==> src/rtl/key_debounce_pkg.sv <==
// Shared types and 50 MHz default timing constants for the push-button debouncer.
// State encoding is a plain 2-bit vector so older consumers can keep comparing raw codes.
package key_debounce_pkg;

    typedef logic [1:0] key_state_t;

    localparam key_state_t ST_IDLE        = 2'd0;
    localparam key_state_t ST_PRESS_CHK   = 2'd1;
    localparam key_state_t ST_HELD        = 2'd2;
    localparam key_state_t ST_RELEASE_CHK = 2'd3;

    // 20 ms debounce, 500 ms first repeat, 100 ms repeat rate at 50 MHz
    localparam int unsigned KD_DEBOUNCE_50M      = 1000000;
    localparam int unsigned KD_REPEAT_DELAY_50M  = 25000000;
    localparam int unsigned KD_REPEAT_PERIOD_50M = 5000000;

endpackage

==> src/rtl/key_debounce_ch.sv <==
// Purpose: one key channel: 2-flop synchronizer, 4-state debounce FSM, optional auto-repeat (KEY_AUTOREPEAT_EN).
// Latency: press/release strobe in the cycle after edge e0 + DEBOUNCE_CYCLES + 2 (e0 = first edge sampling the new level).
// Backpressure: none; strobes are single-cycle and fire-and-forget.
module key_debounce_ch
    import key_debounce_pkg::*;
#(
    parameter int unsigned DEBOUNCE_CYCLES = KD_DEBOUNCE_50M
`ifdef KEY_AUTOREPEAT_EN
    ,
    parameter int unsigned REPEAT_DELAY    = KD_REPEAT_DELAY_50M,
    parameter int unsigned REPEAT_PERIOD   = KD_REPEAT_PERIOD_50M
`endif
) (
    input  logic clk,
    input  logic rst_n,
    input  logic key_n,
    output logic key_level,
    output logic press_pulse,
    output logic release_pulse
);

    localparam int CW = $clog2(DEBOUNCE_CYCLES + 1);
    localparam logic [CW-1:0] CNT_MAX = CW'(DEBOUNCE_CYCLES);

    logic          sync_q1;
    logic          sync_q2;
    logic          pressed;
    key_state_t    state_q;
    key_state_t    state_d;
    logic [CW-1:0] cnt_q;
    logic [CW-1:0] cnt_d;
    logic          level_d;
    logic          press_d;
    logic          release_d;

    // Synchronizer resets to "released" so a key held through reset is seen as a fresh press
    always_ff @(posedge clk or negedge rst_n) begin
        if (!rst_n) begin
            sync_q1 <= 1'b1;
            sync_q2 <= 1'b1;
        end else begin
            sync_q1 <= key_n;
            sync_q2 <= sync_q1;
        end
    end

    assign pressed = ~sync_q2;

`ifdef KEY_AUTOREPEAT_EN
    localparam int RW = $clog2(REPEAT_DELAY + 1);
    localparam logic [RW-1:0] RPT_LAST   = RW'(REPEAT_DELAY - 1);
    localparam logic [RW-1:0] RPT_RELOAD = RW'(REPEAT_DELAY - REPEAT_PERIOD);

    logic [RW-1:0] rpt_q;
    logic [RW-1:0] rpt_d;
    logic          rpt_fire;

    // Reloading to DELAY-PERIOD makes every later repeat land PERIOD cycles apart
    always_comb begin
        rpt_d    = '0;
        rpt_fire = 1'b0;
        if (state_q == ST_HELD && pressed) begin
            if (rpt_q == RPT_LAST) begin
                rpt_fire = 1'b1;
                rpt_d    = RPT_RELOAD;
            end else begin
                rpt_d    = rpt_q + 1'b1;
            end
        end
    end

    always_ff @(posedge clk or negedge rst_n) begin
        if (!rst_n) rpt_q <= '0;
        else        rpt_q <= rpt_d;
    end
`else
    logic rpt_fire;
    assign rpt_fire = 1'b0;
`endif

    always_comb begin
        state_d   = state_q;
        cnt_d     = cnt_q;
        level_d   = key_level;
        press_d   = 1'b0;
        release_d = 1'b0;
        case (state_q)
            ST_IDLE: begin
                if (pressed) begin
                    state_d = ST_PRESS_CHK;
                    cnt_d   = CW'(1);
                end
            end
            ST_PRESS_CHK: begin
                if (!pressed) begin
                    state_d = ST_IDLE;
                    cnt_d   = '0;
                end else if (cnt_q == CNT_MAX) begin
                    state_d = ST_HELD;
                    cnt_d   = '0;
                    press_d = 1'b1;
                    level_d = 1'b1;
                end else begin
                    cnt_d   = cnt_q + 1'b1;
                end
            end
            ST_HELD: begin
                if (!pressed) begin
                    state_d = ST_RELEASE_CHK;
                    cnt_d   = CW'(1);
                end else begin
                    press_d = rpt_fire;
                end
            end
            ST_RELEASE_CHK: begin
                if (pressed) begin
                    state_d   = ST_HELD;
                    cnt_d     = '0;
                end else if (cnt_q == CNT_MAX) begin
                    state_d   = ST_IDLE;
                    cnt_d     = '0;
                    release_d = 1'b1;
                    level_d   = 1'b0;
                end else begin
                    cnt_d     = cnt_q + 1'b1;
                end
            end
            default: begin
                state_d = ST_IDLE;
                cnt_d   = '0;
                level_d = 1'b0;
            end
        endcase
    end

    always_ff @(posedge clk or negedge rst_n) begin
        if (!rst_n) begin
            state_q       <= ST_IDLE;
            cnt_q         <= '0;
            key_level     <= 1'b0;
            press_pulse   <= 1'b0;
            release_pulse <= 1'b0;
        end else begin
            state_q       <= state_d;
            cnt_q         <= cnt_d;
            key_level     <= level_d;
            press_pulse   <= press_d;
            release_pulse <= release_d;
        end
    end

endmodule

==> src/rtl/key_debounce.sv <==
// Purpose: debounce and edge-detect N_KEYS active-low push-buttons; auto-repeat when KEY_AUTOREPEAT_EN is defined.
// Latency: press/release strobe in the cycle after edge e0 + DEBOUNCE_CYCLES + 2 (e0 = first edge sampling the new level).
// Backpressure: none; strobes are single-cycle and fire-and-forget, channels fully independent.
module key_debounce
    import key_debounce_pkg::*;
#(
    parameter int          N_KEYS          = 3,
    parameter int unsigned DEBOUNCE_CYCLES = KD_DEBOUNCE_50M,
    parameter int unsigned REPEAT_DELAY    = KD_REPEAT_DELAY_50M,
    parameter int unsigned REPEAT_PERIOD   = KD_REPEAT_PERIOD_50M
) (
    input  logic              clk,
    input  logic              rst_n,
    input  logic [N_KEYS-1:0] key_n,
    output logic [N_KEYS-1:0] key_level,
    output logic [N_KEYS-1:0] press_pulse,
    output logic [N_KEYS-1:0] release_pulse
);

    if (DEBOUNCE_CYCLES < 2 || REPEAT_DELAY == 0 || REPEAT_PERIOD == 0) begin : g_bad_cfg
        $error("key_debounce: DEBOUNCE_CYCLES must be >= 2 and repeat timings non-zero");
    end

`ifdef KEY_AUTOREPEAT_EN
    // Repeat reload arithmetic needs the first gap to be at least one period
    if (REPEAT_DELAY < REPEAT_PERIOD) begin : g_bad_rpt
        $error("key_debounce: REPEAT_DELAY must be >= REPEAT_PERIOD");
    end
`endif

    for (genvar i = 0; i < N_KEYS; i++) begin : g_ch
        key_debounce_ch #(
            .DEBOUNCE_CYCLES (DEBOUNCE_CYCLES)
`ifdef KEY_AUTOREPEAT_EN
            ,
            .REPEAT_DELAY    (REPEAT_DELAY),
            .REPEAT_PERIOD   (REPEAT_PERIOD)
`endif
        ) u_ch (
            .clk           (clk),
            .rst_n         (rst_n),
            .key_n         (key_n[i]),
            .key_level     (key_level[i]),
            .press_pulse   (press_pulse[i]),
            .release_pulse (release_pulse[i])
        );
    end

endmodule

==> config.mk <==
export PLATFORM = sky130hd
export DESIGN_NAME = key_debounce
export DESIGN_NICKNAME = d
export VERILOG_FILES = /design/src/rtl/key_debounce_pkg.sv /design/src/rtl/key_debounce_ch.sv /design/src/rtl/key_debounce.sv
export SDC_FILE = /design/constraint.sdc
export NUM_CORES = 1
export LEC_CHECK = 0
export CAP_MARGIN = 20
export CORE_UTILIZATION = 64
export CTS_BUF_LIST = sky130_fd_sc_hd__clkbuf_8
export CTS_CLUSTER_DIAMETER = 100
export DETAILED_ROUTE_END_ITERATION = 8
export PLACE_DENSITY = 0.83
export SYNTH_ARGS = -nofsm -noshare
export SYNTH_HDL_FRONTEND = slang
export SYNTH_HIERARCHICAL = 1
export SYNTH_SLANG_ARGS = --single-unit
==> constraint.sdc <==
create_clock -name clk -period 3.15 [get_ports clk]
set_clock_uncertainty 0.15 [all_clocks]
set_input_delay 0.315 -clock clk [delete_from_list [all_inputs] [get_ports clk]]
set_output_delay 0.315 -clock clk [all_outputs]
set_load 0.005 [all_outputs]
==> results of run 1 <==
stage by stage:
| step | hold slack [ns] | utilization | setup slack, ns |
|---|---|---|---|
| finish | 0.197 | 0.718 | 0.542 |
| CTS | 0.000760 | 0.713 | 0.555 |
| global route | 0.204 | 0.718 | 0.467 |
| floorplan | -0.131 | - | 0.934 |
| global placement | 0.196 | 0.680 | 0.665 |
| detailed placement | 0.199 | 0.680 | 0.580 |
worst paths after layout:
check / startpoint / to / slack (ns)
setup / recovery: g_ch[0].u_ch/cnt_q[2] / g_ch[0].u_ch/cnt_q[17] / 0.54
max in group asynchronous: rst_n / g_ch[0].u_ch/sync_q1 / 2.02
setup reg to reg: g_ch[0].u_ch/cnt_q[2] / g_ch[0].u_ch/cnt_q[17] / 0.54
hold reg to reg: g_ch[1].u_ch/sync_q1 / g_ch[1].u_ch/sync_q2 / 0.21
hold / removal: rst_n / g_ch[1].u_ch/key_level / 0.20
min in group clk: g_ch[1].u_ch/sync_q1 / g_ch[1].u_ch/sync_q2 / 0.21
cell families (layout without fill, tap and decap cells):
kind of cell               Yosys count  after routing  synth area share
adders and majority gates            6              6            0.0167
AOI/OAI and AO/OA                  111            111             0.162
DFF                                 81             81             0.452
buffers and inverters               47             57            0.0520
and+or+nand+nor                    230            230             0.292
xor gates and xnor gates             5              5           0.00974
muxes                                6              6            0.0159
flip-flops by register name, summed over array words and instances, names as in the netlist, named ones only:
name,cells
g_ch.u_ch/cnt_q,60
g_ch.u_ch/key_level,3
g_ch.u_ch/press_pulse,3
g_ch.u_ch/release_pulse,3
g_ch.u_ch/state_q,3
g_ch.u_ch/sync_q1,3
g_ch.u_ch/sync_q2,3
critical path, cell delays in order (launching register included):
cell and delay [ns]:
dfrtp_1 0.45, or4_1 0.59, or3_4 0.40, o21ai_4 0.42
buf_4 0.23, o21ai_1 0.08, a21o_1 0.19
metal layers:
| layer | vias to the layer above | GRT usage | share of wire |
|---|---|---|---|
| met1 | 1784 | 0.363 | 0.46 |
| met3 | 11 | 0.0500 | 0.036 |
| met5 | - | 0 | 0 |
| met4 | 0 | 0.123 | 0.011 |
| met2 | 74 | 0.453 | 0.49 |
| li1 | 1789 | - | - |
cells in the mapped netlist, types with 5 or more instances:
library cell  instances
nand2_1              46
nor4_1               21
dfstp_2               6
inv_1                22
nor3_1               12
a21o_1               28
o21ai_0              14
a31oi_1               7
a21oi_1              16
nor3b_1               9
nand4_1              18
dfrtp_1              75
or2_2                 6
ha_1                  6
nand2b_1              6
nand3_1              34
nor4b_1               5
clkbuf_1             14
or3_1                10
and4_1                7
o21ai_1              24
and2_1               10
nor2_1               25
buf_6                 5
timing repair:
action,CTS,global route
hold endpoints to repair,0,15
endpoints found under the setup margin,0,0
hold buffers,0,1
where the power goes:
part / switching [mW] / leakage, nW / total (mW) / internal [mW]
sequential: 0.136 / 1.09 / 1.26 / 1.13
clock: 0.382 / 0.111 / 0.828 / 0.446
combinational: 0.654 / 0.976 / 1.02 / 0.366
total: 1.17 / 2.18 / 3.11 / 1.94
area by class of cell:
cell class	count	area share
clock inverter	7	0.0192
sequential	81	0.417
inverter	22	0.0169
multi-input combinational	358	0.457
timing repair buffer	19	0.0400
tap	96	0.0246
clock buffer	9	0.0254
==> impl_metrics.json, run 1 <==
{
  "drv_cap": 0,
  "fin_nets": 502,
  "start_util": 0.662,
  "rr_worst_depth": 6,
  "postCtsSetupBuffers": 0,
  "period_share": 0.828,
  "grtUsageTotal": 0.277,
  "rsz0062_at_grt": "false",
  "clock-root-buffer": "clkbuf_8",
  "ant_nets": 0,
  "drt_wl_total_um": 9370,
  "synth_flop_cell": "dfrtp_1",
  "fin_cells": 592,
  "cp.required_ns": 3.26,
  "dp_cells": 574,
  "h-tree-depth": 3,
  "drc": 0,
  "postSynthCellCount": 486,
  "grt-ovfl-total": 0,
  "grt_max_degree": 82,
  "clock_sinks": 81,
  "die_y_um": 85.8,
  "synth_top_cell_area_share": 0.417,
  "ys_warn_count": 6,
  "synth.area.top_cells": "dfrtp_1 (42%), a21o_1 (4.7%), nand2_1 (3.8%)",
  "path_clk_slew_ns": 0.09,
  "worst-path-max-fanout": 19,
  "ys_async_sr_fraction": 1.00,
  "grt_pass1_vias": 3476,
  "cts_tree": "yes",
  "hold_violations": 0,
  "status": "completed",
  "seq_area_mm2": 0.00203,
  "setup_viol": 0,
  "power_density_mw_per_mm2": 638,
  "syn_avg_cell_area_um2": 9.25,
  "wl_per_cell_um": 15.8,
  "final_common_cell": "dfrtp_1",
  "place.gp.congestion": 0.934,
  "tns_ns": 0,
  "yosysUniqueCellTypes": 55,
  "seq_area_frac_synth": 0.452,
  "worst_slew_pin_slew_ns": 0.760,
  "fillers": 482,
  "cp.arrival_ns": 2.71,
  "netlist_area_mm2": 0.00450,
  "clockBufferDepth": 2,
  "dieArea_mm2": 0.00737,
  "port_buffers": 13,
  "routed_via_density": 6.18,
  "min_path_type": "in -> async",
  "drtIter0Drc": 191,
  "slew-limit-headroom": 0.494,
  "final.min_clock_period_ns": 2.61,
  "cts-resized-gates": 0,
  "io_pins": 14,
  "slew_viol_final": 0,
  "leakage_nw": 2.18,
  "mostFrequentLayoutCells": "dfrtp_1 (75), nand2_1 (46), nand3_1 (34)",
  "synth_top_cell_by_area": "dfrtp_1",
  "antenna_cells": 0,
  "fmax_mhz": 384,
  "start_kind": "flip-flop",
  "crit_type": "reg -> reg",
  "clkLatencyLatePin_ns": 0.36,
  "finalPower_mw": 3.11,
  "core.rowCount": 30,
  "first_pass_iters": 4,
  "synth_seq_cells": 81,
  "drive_above_1_share": 0.0927,
  "grt_pass1_wl_um": 15900,
  "ir_drop_mv": 0.486,
  "synth_edf_count": 0,
  "cts_buffers": 9,
  "final_area_mm2": 0.00488,
  "die_x_um": 85.8,
  "core_mm2": 0.00679,
  "antenna_found_initial": 0,
  "vias": 3658,
  "worst_setup_path_end_kind": "flip-flop",
  "placed_area_mm2": 0.00462,
  "multi_input_comb_area_mm2": 0.00223,
  "place_hpwl_um": 6230,
  "area_growth_pct": 8.49,
  "syn_nets": 497
}
No activity file was read; power rests on OpenSTA's default activity.
==> run 2: changes to the inputs <==
==> constraint.sdc (replaced) <==
create_clock -name clk -period 2.4 [get_ports clk]
set_clock_uncertainty 0.15 [all_clocks]
set_input_delay 0.24 -clock clk [delete_from_list [all_inputs] [get_ports clk]]
set_output_delay 0.24 -clock clk [all_outputs]
set_load 0.005 [all_outputs]
==> run 2 against run 1 <==
Utilization up 1.4 points. Count of clock-buffer cells in the layout is the same. Critical path depth is 1 higher. Highest routed layer unchanged. Critical endpoint is now g_ch[2].u_ch/press_pulse. Sequential cell count did not move. Total power up 32%. Worst hold slack worse by 0.065 ns. Die area stayed put. Global-route usage increased by 0.17 points. Setup slack lost 0.42 ns.
==> impl_metrics.json, run 2 (same netlist as run 1, synthesis figures left out) <==
{
  "fmax_mhz": 439,
  "fin_hold_ws_ns": 0.132,
  "vias": 3764,
  "regMostFlops": "g_ch.u_ch/cnt_q",
  "status": "completed",
  "clock-root-buffer": "clkbuf_8",
  "place_hpwl_um": 6460,
  "crit_type": "reg -> reg",
  "tns_ns": 0,
  "clkLatencyLatePin_ns": 0.35,
  "dieArea_mm2": 0.00737,
  "cp-startpoint": "g_ch[2].u_ch/cnt_q[0]",
  "antenna_found_initial": 0,
  "setup_viol": 0,
  "drc": 0,
  "drt_wl_total_um": 9510,
  "slew_viol_final": 0,
  "fin_ws_ns": 0.122,
  "grt-ovfl-total": 0,
  "period_share": 0.949,
  "drv_cap": 0,
  "die_y_um": 85.8,
  "ir_drop_mv": 0.764,
  "ant_nets": 0,
  "clock_sinks": 81,
  "p_sw_mw": 1.60,
  "core_mm2": 0.00679,
  "place.gp.congestion": 0.841,
  "h-tree-depth": 3,
  "port_buffers": 13,
  "mostFrequentLayoutCells": "dfrtp_1 (75), nand2_1 (46), nand3_1 (34)",
  "worst_slew_pin_slew_ns": 0.578,
  "cp.required_ns": 2.52,
  "final.min_clock_period_ns": 2.28,
  "io_pins": 14,
  "cp.arrival_ns": 2.40,
  "worst-path-max-fanout": 4,
  "grtUsageTotal": 0.279,
  "pre_cts_ws_ns": 0.111,
  "drive_above_1_share": 0.118,
  "power_frac_comb": 0.352,
  "slew-limit-headroom": 0.615,
  "rr_worst_depth": 7,
  "start_kind": "flip-flop",
  "fillers": 492,
  "p_clk_frac": 0.247,
  "largest_reg_flops": 60,
  "start_util": 0.662,
  "routed_via_density": 6.23,
  "cts_buffers": 9,
  "path_clk_slew_ns": 0.09,
  "grt_max_degree": 44,
  "seqPwrFrac": 0.401,
  "endpoint": "g_ch[2].u_ch/press_pulse",
  "fin_nets": 514,
  "drtIter0Drc": 257,
  "hold_violations": 0,
  "core.rowCount": 30,
  "first_pass_iters": 5,
  "final_core_util": 0.732,
  "die_x_um": 85.8,
  "swShare": 0.389,
  "wl_per_cell_um": 15.7,
  "clockBufferDepth": 2,
  "area_growth_pct": 10.5,
  "p_int_mw": 2.51,
  "power_density_mw_per_mm2": 826,
  "leakage_nw": 2.23,
  "postCtsSetupBuffers": 0,
  "grt_pass1_wl_um": 16100,
  "cts_tree": "yes",
  "grt_pass1_vias": 3497,
  "antenna_cells": 0,
  "min_path_type": "in -> reg",
  "final_common_cell": "dfrtp_1",
  "r2r_slack_ns": 0.12,
  "reg2reg_from": "g_ch[2].u_ch/cnt_q[0]",
  "r2r_end": "g_ch[2].u_ch/press_pulse",
  "rsz0062_at_grt": "false",
  "worst_setup_path_end_kind": "flip-flop"
}
## run 2: cell count changes in the layout (fill, tap and decap cells not counted)
cell / before / now
a21oi_2: 1 / 0
buf_12: 0 / 2
inv_6: 1 / 2
inv_1: 23 / 22
clkinv_4: 1 / 2
a21oi_4: 0 / 1
nor4_1: 21 / 20
nor4_2: 0 / 1
buf_4: 5 / 16
buf_16: 1 / 0
bufinv_16: 2 / 1
## run 2: timing repair
action                                  4_1_cts  5_1_grt
endpoints found under the setup margin        0        3
gates resized for setup                       0        2
hold endpoints to repair                     36        0
hold buffers                                  1        0
## run 2: layer usage
| metal | GRT usage | routed length, µm |
|---|---|---|
| met1 | 0.366 | 4290 |
| met2 | 0.459 | 4540 |
| met4 | 0.0894 | 115 |
| met3 | 0.0664 | 556 |
| met5 | 0 | 0 |
## run 2: how the worst min path moves through the flow
stage	from	end	slack (ns)	cells past startpoint
after floorplan	rst_n	async pin	-0.21	0
after global placement	rst_n	g_ch[1].u_ch/key_level	0.11	1
after detailed placement	rst_n	g_ch[1].u_ch/press_pulse	0.12	1
after CTS	key_n[1]	g_ch[1].u_ch/sync_q1	0.12	1
after global routing	key_n[0]	g_ch[0].u_ch/sync_q1	0.13	1
final	key_n[1]	g_ch[1].u_ch/sync_q1	0.13	1
## run 2: layout make-up
type                       instances  area, µm²  area share
inverter                          22       82.6      0.0166
multi-input combinational        358       2240       0.451
clock buffer                       9        124      0.0249
timing repair buffer              31        290      0.0584
tap                               96        120      0.0242
sequential                        81       2030       0.409
clock inverter                     7       77.6      0.0156
## run 2: stage by stage
step           cells  total power, mW  cell area [µm²]
2_1_floorplan    486             2.74             4500
3_3_place_gp     587             3.00             4750
3_5_place_dp     587             3.07             4750
4_1_cts          604             4.11             4960
5_1_grt          604             4.33             4970
6_report         604             4.11             4970
## run 2: power groups by stage
stage          logic [mW]  registers, mW  clock network (mW)
4_1_cts              1.42           1.64                1.04
2_1_floorplan        1.15           1.59                   0
5_1_grt              1.58           1.67                1.09
3_5_place_dp         1.41           1.67                   0
6_report             1.45           1.65                1.01
3_3_place_gp         1.35           1.65                   0
## run 2: critical path, stage by stage, from the launching register on
cell,delay [ns]
dfrtp_1,0.41
inv_1,0.10
ha_1,0.17
nor4bb_1,0.25
and4_1,0.35
nor4b_1,0.46
nand2_1,0.15
nor3_1,0.17
==> run 3: changes to the inputs <==
--- a/config.mk
+++ b/config.mk
@@ -9,9 +9,9 @@
 export CORE_UTILIZATION = 64
 export CTS_BUF_LIST = sky130_fd_sc_hd__clkbuf_8
 export CTS_CLUSTER_DIAMETER = 100
+export CTS_CLUSTER_SIZE = 28
 export DETAILED_ROUTE_END_ITERATION = 8
 export PLACE_DENSITY = 0.83
 export SYNTH_ARGS = -nofsm -noshare
 export SYNTH_HDL_FRONTEND = slang
-export SYNTH_HIERARCHICAL = 1
 export SYNTH_SLANG_ARGS = --single-unit
==> run 3 against run 2 <==
Area after synthesis shrank 3.0%. Setup slack got worse by 0.0055 ns. Sequential cell count stayed put. Utilization hardly changed. Sequential power is 9.7% lower. Combinational power is 76% lower. Sequential share of layout area rose by 2.1 points. Global-route usage decreased by 1.4 points. Clock power increased by 8%. Register-to-register slack about the same. Die area fell by 2.9%. Routed wire length down 7.7%. Largest cell class unchanged. Highest routed layer unchanged.
==> impl_metrics.json, run 3 <==
{
  "status": "completed",
  "tns_ns": 0,
  "grt_pass1_wl_um": 15100,
  "fillers": 467,
  "dieArea_mm2": 0.00715,
  "cp.arrival_ns": 2.36,
  "multi_input_comb_area_mm2": 0.00205,
  "h-tree-depth": 3,
  "grt_max_degree": 44,
  "regMostFlops": "g_ch.u_ch.cnt_q",
  "rsz0062_at_grt": "false",
  "synthTopCellsByCount": "dfrtp_1 (75), nand2_1 (45), a31oi_1 (36), a21oi_1 (35), nand3_1 (30)",
  "area_growth_pct": 8.40,
  "mostFrequentLayoutCells": "dfrtp_1 (75), nand2_1 (45), a31oi_1 (36)",
  "r2r_slack_ns": 0.12,
  "drtIter0Drc": 322,
  "routed_via_density": 6.45,
  "pre_cts_ws_ns": 0.148,
  "final.min_clock_period_ns": 2.28,
  "synth_mux_area_frac": 0.0143,
  "synth_seq_cells": 81,
  "hold_violations": 0,
  "syn_nets": 479,
  "rr_worst_depth": 5,
  "period_share": 0.952,
  "drv_cap": 0,
  "cts_buffers": 9,
  "cts_tree": "yes",
  "seq_area_mm2": 0.00203,
  "grt-ovfl-total": 0,
  "synth_top_family_by_area": "simple AND/OR/NAND/NOR gates",
  "synth_edf_count": 0,
  "fin_ws_ns": 0.116,
  "worst-path-max-fanout": 12,
  "clockBufferDepth": 2,
  "yosysUniqueCellTypes": 57,
  "ir_drop_mv": 0.653,
  "die_x_um": 84.6,
  "antenna_found_initial": 0,
  "synth_most_common_cell": "dfrtp_1",
  "fmax_mhz": 438,
  "postCtsSetupBuffers": 0,
  "cp-startpoint": "g_ch[2].u_ch.cnt_q[8]",
  "ys_warn_count": 0,
  "synthXorXnorAreaFrac": 0.0141,
  "grtUsageTotal": 0.264,
  "synth-simple-area-share": 0.231,
  "endpoint": "g_ch[2].u_ch.cnt_q[5]",
  "reg2reg_from": "g_ch[2].u_ch.cnt_q[8]",
  "setup_viol": 0,
  "slew-limit-headroom": 0.568,
  "antenna_cells": 0,
  "synth.area.top_cells": "dfrtp_1 (43%), a31oi_1 (5.2%), a21oi_1 (4.0%)",
  "ant_nets": 0,
  "start_util": 0.675,
  "drt_wl_total_um": 8770,
  "synth-adder-area-share": 0.0172,
  "wl_per_cell_um": 15.7,
  "drc": 0,
  "die_y_um": 84.6,
  "final_common_cell": "dfrtp_1",
  "place_hpwl_um": 5710,
  "vias": 3597,
  "place.gp.congestion": 0.852,
  "first_pass_iters": 5,
  "r2r_end": "g_ch[2].u_ch.cnt_q[5]",
  "synth_top_cell_by_area": "dfrtp_1",
  "synth_top_cell_area_share": 0.430,
  "synth_flop_cell": "dfrtp_1",
  "syn_avg_cell_area_um2": 9.32,
  "finalPower_mw": 2.93,
  "clkLatencyLatePin_ns": 0.35,
  "seq_area_frac_synth": 0.466,
  "fin_nets": 487,
  "power_density_mw_per_mm2": 619,
  "io_pins": 14,
  "worst_setup_path_end_kind": "flip-flop",
  "synth-compound-area-share": 0.192,
  "worst_slew_pin_slew_ns": 0.644,
  "postSynthCellCount": 468,
  "core.rowCount": 29,
  "largest_reg_flops": 60,
  "min_path_type": "in -> reg",
  "grt_pass1_vias": 3407,
  "netlist_area_mm2": 0.00436,
  "clock-root-buffer": "clkbuf_8",
  "crit_type": "reg -> reg",
  "path_clk_slew_ns": 0.08,
  "slew_viol_final": 0,
  "start_kind": "flip-flop",
  "leakage_nw": 2.02,
  "core_mm2": 0.00646,
  "drive_above_1_share": 0.104,
  "clock_sinks": 81,
  "port_buffers": 13,
  "ys_async_sr_fraction": 1.00,
  "cp.required_ns": 2.48
}
-- run 3: critical path: stages, from the launching register on --
cell	delay [ns]
dfrtp_1	0.44
or4b_1	0.55
nor3_2	0.35
a21o_2	0.32
o21ai_1	0.11
a22o_1	0.26
-- run 3: per-stage QoR --
| step | util | area [µm²] | cells | hold slack [ns] |
|---|---|---|---|---|
| after floorplan | - | 4360 | 468 | -0.206 |
| after global placement | 0.696 | 4490 | 541 | 0.0936 |
| after detailed placement | 0.696 | 4490 | 541 | 0.0967 |
| after CTS | 0.731 | 4720 | 558 | 0.126 |
| after global routing | 0.732 | 4730 | 558 | 0.115 |
| final | 0.732 | 4730 | 558 | 0.140 |
-- run 3: final cells by class --
| class | instances | share of cell area |
|---|---|---|
| multi-input cells | 334 | 0.433 |
| flip-flops and latches | 81 | 0.430 |
| repair buffers | 26 | 0.0508 |
| clock buffers | 9 | 0.0262 |
| well taps | 77 | 0.0204 |
| clock inverters | 7 | 0.0198 |
| inverters | 24 | 0.0191 |
-- run 3: where the power goes --
part	total, mW	internal [mW]	leakage [nW]	switching, mW
sequential	1.49	1.42	1.09	0.0683
combinational	0.352	0.121	0.818	0.231
clock	1.09	0.588	0.111	0.499
total	2.93	2.13	2.02	0.798
-- run 3: routing by layer --
layer  vias to the layer above  wire, µm  GRT usage
met5                         -         0          0
met4                         0        81     0.0770
met3                        10       482     0.0728
met2                       103      4220      0.434
met1                      1751      3980      0.346
li1                       1733         -          -
-- run 3: worst min path at each step --
stage	from	depth (start not counted)	end	slack, ns
2_1_floorplan	rst_n	0	async pin	-0.21
3_3_place_gp	rst_n	1	g_ch[2].u_ch.cnt_q[13]	0.09
3_5_place_dp	rst_n	1	g_ch[2].u_ch.cnt_q[13]	0.1
4_1_cts	key_n[1]	1	g_ch[1].u_ch.sync_q1	0.13
5_1_grt	key_n[2]	1	g_ch[2].u_ch.sync_q1	0.11
6_report	key_n[1]	1	g_ch[1].u_ch.sync_q1	0.14
-- run 3: kinds of logic after synthesis --
| logic type | Yosys count |
|---|---|
| AOI/OAI and AO/OA | 131 |
| xor gates and xnor gates | 7 |
| adders and majority gates | 6 |
| buffers and inverters | 53 |
| DFF | 81 |
| muxes | 6 |
| and+or+nand+nor | 184 |
-- run 3: what timing repair did --
| action | 4_1_cts | 5_1_grt |
|---|---|---|
| endpoints found under the setup margin | 0 | 9 |
| hold buffers | 1 | 0 |
| endpoints found under the hold margin | 38 | 0 |
| gates resized for setup | 0 | 1 |
==> variant (config.mk and constraints of run 1) <==
Put a register stage on the output `key_level`, without a reset. The value now appears one clock later. The other outputs are not delayed to match.
--- a/src/rtl/key_debounce.sv
+++ b/src/rtl/key_debounce.sv
@@ -16,6 +16,8 @@
     output logic [N_KEYS-1:0] press_pulse,
     output logic [N_KEYS-1:0] release_pulse
 );
+
+    logic [N_KEYS-1:0] key_level_d;
 
     if (DEBOUNCE_CYCLES < 2 || REPEAT_DELAY == 0 || REPEAT_PERIOD == 0) begin : g_bad_cfg
         $error("key_debounce: DEBOUNCE_CYCLES must be >= 2 and repeat timings non-zero");
@@ -40,11 +42,15 @@
             .clk           (clk),
             .rst_n         (rst_n),
             .key_n         (key_n[i]),
-            .key_level     (key_level[i]),
+            .key_level     (key_level_d[i]),
             .press_pulse   (press_pulse[i]),
             .release_pulse (release_pulse[i])
         );
     end
 
+    always_ff @(posedge clk) begin
+        key_level <= key_level_d;
+    end
+
 endmodule
 
Behaviour: same outputs for any inputs over 10 cycles, from zero or initial values and one cycle with rst_n low; that may be too few to reach the edited logic, so the function may still have changed.
==> variant against run 1 <==
- area after synthesis rose by 1.3%
- count of clock-buffer cells in the layout rose by 1
- non-clock buffer count fell by 1
- final area rose by 0.38%
- sequential cell count rose by 3
- total power fell by 3.7%
- worst setup slack improved by 0.065 ns
- first-iteration DRC count rose by 70%
- clock power fell by 14%
- routed wire length fell by 5.3%
- die area rose by 1.3%
- highest routed layer unchanged
- cell count rose by 0.34%
- fmax rose by 2.6%
==> variant: results (changes against run 1) <==
* Largest fanout of any net on the critical path at 14 (-5)
* Total of buffers placed on input and output ports at 13 (unchanged)
* Clk root buf: sky130_fd_sc_hd__clkbuf_8
* Total wirelength of the detailed-routed design at 8880 µm (-5.3%)
* Placement Cell Area at 0.00468 mm² (+1.1%)
* Run status: finished clean
* Worst reg2reg startpoint: g_ch[1].u_ch/cnt_q[2]$_DFFE_PN0P_
* Fillcell total at 512 (+6.2%)
* Largest register by flop count: g_ch.u_ch/cnt_q
* Count of maximum capacitance violations at 0 (unchanged)
* Placer Congestion at 0.854 (-8.6%)
* Critical Path Max Stage Delay at 0.56 ns (-0.03 ns)
* Number of global-route vias before repair at 3417 (-1.7%)
* Instance count of the mapped netlist at 489 (+0.62%)
* Share of power burned in the clock network at 23.6% (-3.0 points)
* Arrival time of the worst setup path at 2.64 ns (-0.07 ns)
* Worst skew pair latency at 0.35 ns
* Peak supply drop at 0.547 mV (+13%)
* Cell internal pwr at 1.84 mW (-5.2%)
* Share of synthesized registers carrying an async set or reset at 96.4% (-3.6 points)
* Fraction of layout instances using a drive strength above 1 at 9.24% (-0.037 points)
* Sum of net half-perimeters after detailed placement at 6060 µm (-2.7%)
* Distinct cell type count after synthesis at 56 (+1.8%)
* Mean number of vias per cell at 6.17 (-0.17%)
* Sequential power share at 43.1% (+2.5 points)
* Overall overflow remaining after global route at 0 (unchanged)
* Max-slew headroom at 33.3% (-16 points)
* Leak at 2.17 nW (-0.10%)
* Number of nets produced by synthesis at 500 (+0.60%)
* First-pass iteration count of the detailed router at 5 (+1)
* Overall Global Routing Usage at 26.0% (-1.7 points)
* Design Power at 3.00 mW (-3.7%)
* Top area cells in the synthesized netlist: sky130_fd_sc_hd__dfrtp_1 41%, sky130_fd_sc_hd__a21o_1 4.6%, sky130_fd_sc_hd__nand2_1 3.8%
* First DRT Iteration DRCs at 325 (+70%)
* Total number of vias at 3664 (+0.16%)
* Sequential share of the synthesized area at 46.0% (+0.72 points)
* DP Cell Count at 576 (+0.35%)
* Path type of the worst min-delay path: reg -> reg
* Wire length of the first global-routing pass at 15300 µm (-3.6%)
* DP Worst Slack at 0.642 ns (+0.0621 ns)
==> variant: cells by family after synthesis <==
kind of cell             after synthesis  share of synthesized area [%]
AND/OR/NAND/NOR                      230                           28.8
AO/OA/AOI/OAI                        111                           16.0
flip-flops                            84                           46.0
buffers and inverters                 47                           5.13
multiplexers                           6                           1.57
adder cells (fa/ha/maj)                6                           1.65
XOR/XNOR                               5                          0.961
==> variant: layout make-up <==
class                           count  area share (%)
Clock buffer                       10            2.81
Tap cell                           96            2.45
Multi-Input combinational cell    358            45.5
Inverter                           22            1.69
Timing Repair Buffer               18            3.83
Clock inverter                      6           0.945
Sequential cell                    84            42.8
==> variant: metal layers <==
metal / part of all wire [%] / vias to the layer above / track usage (%)
met5: 0 / - / 0
met4: 0.71 / 0 / 7.73
met3: 4.9 / 6 / 5.33
met2: 47 / 121 / 43.3
met1: 48 / 1743 / 34.6
li1: - / 1794 / -
==> variant: path summary, 6_finish.rpt <==
| kind | endpoint | slack (ns) | cells past startpoint |
|---|---|---|---|
| setup / recovery | g_ch[1].u_ch/cnt_q[14]$_DFFE_PN0P_ | 0.61 | 6 |
| hold / removal | g_ch[1].u_ch/sync_q2$_DFF_PN1_ | 0.21 | 0 |
| setup reg to reg | g_ch[1].u_ch/cnt_q[14]$_DFFE_PN0P_ | 0.61 | 6 |
| hold reg to reg | g_ch[1].u_ch/sync_q2$_DFF_PN1_ | 0.21 | 0 |
| max in group asynchronous | g_ch[2].u_ch/sync_q1$_DFF_PN1_ | 1.98 | 3 |
| min in group asynchronous | g_ch[1].u_ch/press_pulse$_DFF_PN0_ | 0.27 | 2 |
==> variant: what timing repair did <==
item	4_1_cts	5_1_grt
hold endpoints to repair	0	21
endpoints found under the setup margin	0	0
hold buffers	0	1
